===== config.mk =====
export PLATFORM = sky130hd
export DESIGN_NAME = fetch_unit
export DESIGN_NICKNAME = d
export VERILOG_FILES = /design/src/rtl/fetch_unit.sv
export SDC_FILE = /design/constraint.sdc
export NUM_CORES = 1
export LEC_CHECK = 0
export ABC_CLOCK_PERIOD_IN_PS = 1700
export CAP_MARGIN = 20
export CORE_ASPECT_RATIO = 0.75
export CORE_MARGIN = 2
export CORE_UTILIZATION = 43
export DETAILED_ROUTE_END_ITERATION = 16
export PLACE_DENSITY = 0.8
export SKIP_LAST_GASP = 1
export SYNTH_ARGS = -nofsm -noshare
export SYNTH_HDL_FRONTEND = slang
export SYNTH_SLANG_ARGS = --single-unit

===== constraint.sdc =====
create_clock -name clk -period 1.7 [get_ports clk]
set_input_delay 0.255 -clock clk [delete_from_list [all_inputs] [get_ports clk]]
set_output_delay 0.255 -clock clk [all_outputs]
set_load 0.005 [all_outputs]

===== src/rtl/fetch_unit.sv =====
// Instruction-fetch stage: owns the PC, feeds instruction_mem, and fills the IF/ID
// register while handling stall, branch/jump redirect with squash, and HALT.
module fetch_unit #(
  parameter int unsigned               PC_WIDTH    = 16,
  parameter int unsigned               INSTR_WIDTH = 16,
  parameter logic [PC_WIDTH-1:0]       RESET_PC    = 16'h0000,
  parameter logic [INSTR_WIDTH-1:0]    NOP_INSTR   = 16'h0000,
  parameter logic [INSTR_WIDTH-1:0]    HALT_INSTR  = 16'hFFFF
) (
  input  logic                   clk,
  input  logic                   rst,
  input  logic                   stall_i,
  input  logic                   branch_taken_i,
  input  logic [PC_WIDTH-1:0]    branch_target_i,
  input  logic                   jump_i,
  input  logic [PC_WIDTH-1:0]    jump_target_i,
  input  logic [INSTR_WIDTH-1:0] instr_in,
  output logic [PC_WIDTH-1:0]    pc_out,
  output logic [INSTR_WIDTH-1:0] if_id_instr,
  output logic [PC_WIDTH-1:0]    if_id_pc,
  output logic                   if_id_valid,
  output logic                   halted_o
);

  typedef enum logic [1:0] {BOOT, RUN, HALT} state_t;

  state_t                 state_q, state_d;
  logic [PC_WIDTH-1:0]    pc_q, pc_d;
  logic [INSTR_WIDTH-1:0] instr_q, instr_d;
  logic [PC_WIDTH-1:0]    ifpc_q, ifpc_d;
  logic                   valid_q, valid_d;

  logic                   redirect;
  logic [PC_WIDTH-1:0]    redirectTarget;

  // Branch outranks jump when both are asserted.
  assign redirect       = branch_taken_i | jump_i;
  assign redirectTarget = branch_taken_i ? branch_target_i : jump_target_i;

  always_ff @(posedge clk or posedge rst) begin
    if (rst) begin
      state_q <= BOOT;
      pc_q    <= RESET_PC;
      instr_q <= NOP_INSTR;
      ifpc_q  <= '0;
      valid_q <= 1'b0;
    end else begin
      state_q <= state_d;
      pc_q    <= pc_d;
      instr_q <= instr_d;
      ifpc_q  <= ifpc_d;
      valid_q <= valid_d;
    end
  end

  always_comb begin
    state_d = state_q;
    pc_d    = pc_q;
    instr_d = instr_q;
    ifpc_d  = ifpc_q;
    valid_d = valid_q;
    case (state_q)
      BOOT: begin
        state_d = RUN;
        if (redirect) pc_d = redirectTarget;
      end
      RUN: begin
        if (redirect) begin
          pc_d    = redirectTarget;
          instr_d = NOP_INSTR;
          ifpc_d  = '0;
          valid_d = 1'b0;
        end else if (!stall_i) begin
          instr_d = instr_in;
          ifpc_d  = pc_q;
          valid_d = 1'b1;
          // A HALT word is still delivered to decode, but the PC freezes on it.
          if (instr_in == HALT_INSTR) state_d = HALT;
          else                        pc_d    = pc_q + PC_WIDTH'(1);
        end
      end
      HALT: begin
        if (redirect) begin
          state_d = RUN;
          pc_d    = redirectTarget;
          instr_d = NOP_INSTR;
          ifpc_d  = '0;
          valid_d = 1'b0;
        end else begin
          valid_d = 1'b0;
        end
      end
      default: state_d = BOOT;
    endcase
  end

  assign pc_out      = pc_q;
  assign if_id_instr = instr_q;
  assign if_id_pc    = ifpc_q;
  assign if_id_valid = valid_q;
  assign halted_o    = (state_q == HALT);

endmodule


==> impl_metrics.csv, run 1 <==
group,metric,value,unit
synthesis,synthDistinctLibCells,35,
synthesis,synth_fp_nets,296,
layout,seq_area,0.00128,mm2
worst_setup_path,crit_type,"input pin to register",
worst_setup_path,cp.arrival,1880,ps
detailed_routing,vias,2512,
global_route,grt_first_pass_wirelength,12000,um
detailed_routing,wl_per_cell,16.9,um
global_route,grt_max_degree,52,
global_route,grt_pass1_vias,2386,
layout,stdcell_area,0.00405,mm2
placed_design,dp_hpwl,5500,um
sta,rsz0062_at_grt,"true",
cts,cts_root_buf,"clkbuf_8",
layout,num_antenna_cells,0,
cts,cts-buffers-inserted,5,
sta,max_clock_freq,0.596,GHz
layout,final_core_util,69.9,%
detailed_routing,drt_wl_total,7560,um
synthesis,async_reset_ff_share,100,%
sta,slew-limit-headroom,73.6,%
synthesis,synthSimpleGateAreaFrac,12.9,%
floorplanning,io_pins,103,
detailed_routing,drt-pass1-iter-count,5,
worst_hold_path,hold_depth,3,
synthesis,ys.warnings.count,0,
power_and_ir_drop,power.density,719,mW/mm2
power_and_ir_drop,p_total,2.91,mW
global_route,antenna_found_initial,0,
synthesis,synth_compound_area_share,26.0,%
synthesis,yosysSeqAreaShare,49.6,%
cts,cts_tree,"done",
worst_setup_path,r2r_cells,5,
synthesis,yosys.area_share.adder,0.487,%
cts,clkSlewWorstSetupHoldPaths,100,ps
global_route,grt_overflow_total,0,
status,status,"complete, no violations",
placed_design,dp_slack,-300,ps
layout,fillCellCount,449,
placed_design,port_buffers,102,
power_and_ir_drop,p_leak,1.77,nW
sta,finalWorstSetupSlack,23.5,ps
synthesis,synth_seq_cells,51,
layout,drive_above_1_share,17.0,%
cts,cts_buffer_depth,2,
synthesis,synth_xor_area_share,0,%
power_and_ir_drop,vdd_drop_max,0.000542,V
detailed_routing,drc,0,
synthesis,synth_edf_count,0,
sta,tightest_slew,397,ps
synthesis,syn_area_per_cell,10.6,um2
worst_setup_path,path_max_fanout,19,
floorplanning,fp.dieW,93.3,um
floorplanning,core_region_area,0.00580,mm2
synthesis,synth_area,0.00257,mm2
job,max_cap_violations,0,
synthesis,synth-main-ff-cell,"dfrtp_1",
worst_setup_path,cp-end-kind,"register",
detailed_routing,vias_per_cell,5.61,
placed_design,dpl_cell_area,0.00392,mm2
sta,period_minus_slack,1680,ps
cts,clock_latency,310,ps
layout,multi_input_area,0.00118,mm2
detailed_routing,ant_nets,0,
sta,fin_skew,10.7,ps
sta,finalHoldViolCount,0,
cts,cts.sinks,51,
placed_design,gp_congestion,0.879,
sta,slew_viol_final,0,
worst_setup_path,worstSetupStartpointType,"input pin",
sta,min_period_over_period,98.6,%
floorplanning,rows,24,
detailed_routing,drt_iter0_markers,173,
worst_hold_path,hp-class,"input pin to register",
worst_setup_path,worstPathRequired,1910,ps
synthesis,synth_top_family_by_area,"compound AO/OA/AOI/OAI gates",
floorplanning,die_h,71.0,um
cts,ctsHtreeMaxLevel,2,
layout,syn_to_final_growth,57.6,%
layout,fin_nets,423,
sta,fin_tns_setup,0,ps
floorplanning,die_area,0.00662,mm2
global_route,grtUsageTotal,23.1,%
synthesis,muxShareOfSynthArea,6.13,%
sta,setup_violations,0,
floorplanning,start_util,44.4,%
synthesis,syn_inst,242,
==> final cells by class <==
class	instances	share of cell area (%)
timing repair buffer	139	34.0
sequential	51	31.6
multi-input combinational	167	29.1
tap	78	2.41
clock buffer	6	2.04
inverter	5	0.463
clock inverter	2	0.401
==> final timing paths <==
kind / to / slack (ps) / from
worst max-delay path: pc_out[4] / 20 / instr_in[0]
max in group asynchronous: pc_out[9] / 1150 / rst
worst min register to register: if_id_instr[8] / 510 / if_id_instr[8]
min in group asynchronous: if_id_instr[1] / 310 / rst
worst min-delay path: if_id_instr[3] / 280 / instr_in[3]
worst max register to register: pc_out[2] / 150 / state_q[0]
==> power breakdown <==
group          internal (mW)  switching (mW)  leakage (nW)  total, mW
clock network          0.333           0.423        0.0474      0.756
logic                  0.457           0.315          1.07      0.773
registers               1.30          0.0872         0.655       1.38
total                   2.09           0.826          1.77       2.91
==> cells in the mapped netlist (6+ instances only) <==
library cell | instances | area (um2)
buf_2 | 12 | 60.1
o21ai_0 | 13 | 65.1
mux2_2 | 6 | 67.6
nand3_1 | 8 | 40.0
dfrtp_1 | 51 | 1280
a21oi_1 | 29 | 145
a22o_1 | 35 | 307
mux2i_1 | 9 | 90.1
nand2_1 | 21 | 78.8
nand4_1 | 7 | 43.8
==> metrics by stage <==
step / hold slack [ps] / std cells
2_1_floorplan: 388 / 242
3_3_place_gp: 489 / 437
3_5_place_dp: 492 / 437
4_1_cts: 324 / 446
5_1_grt: 310 / 448
6_report: 285 / 448
==> layer usage <==
metal  wire length (um)  track usage (%)  up-vias
met4                102             6.21        0
li1                   -                -     1162
met5                  0                0        -
met3                553             4.79       12
met2               3320             34.3      125
met1               3580             34.5     1213
==> state kept, by name, indices dropped and copies added (netlist names) <==
name,cells
pc_out,16
if_id_pc,16
if_id_valid,1
if_id_instr,16
state_q,2
==> cell families (layout without fill, tap and decap cells) <==
kind of cell    Yosys count  count (layout)
compound gates           96              96
fa+ha+maj                 1               1
buf+inv                  24             152
flops                    51              51
mux                      15              15
simple gates             55              55
==> critical path, stage by stage <==
cell             delay, ps
clkdlybuf4s50_1        480
nand4_1                190
nor4_4                 410
a221oi_4               150
buf_12                 190
a21oi_1                140
a21oi_1                 60
==> placed cells by master, fill, tap and decap left out, types with 6 or more instances in the layout <==
| cell | Yosys | routed |
|---|---|---|
| a21oi_1 | 29 | 27 |
| a22o_1 | 35 | 35 |
| buf_12 | 0 | 6 |
| buf_4 | 5 | 29 |
| clkbuf_8 | 0 | 6 |
| clkdlybuf4s50_1 | 0 | 101 |
| dfrtp_1 | 51 | 49 |
| mux2_2 | 6 | 6 |
| mux2i_1 | 9 | 9 |
| nand2_1 | 21 | 21 |
| nand3_1 | 8 | 8 |
| nand4_1 | 7 | 7 |
| o21ai_0 | 13 | 13 |
==> timing repair <==
action | in CTS | in global routing
setup buffers | 1 | 1
setup endpoints to repair | 2 | 12
gates resized for setup | 1 | 6
pin swaps | 0 | 3
cloned | 0 | 1
hold buffers | 0 | 0
Note: power is estimated with default switching activity, not from simulation.
==> run 2, diff against run 1 <==
SLEW_MARGIN = 20   (was unset)
==> results of run 2 <==
Final layout, timing and power as in run 1 (identical DEF).
==> run 3, diff against run 2 <==
SLEW_MARGIN = unset   (was 20)
==> results of run 3 <==
Final layout, timing and power as in run 1 (identical DEF).
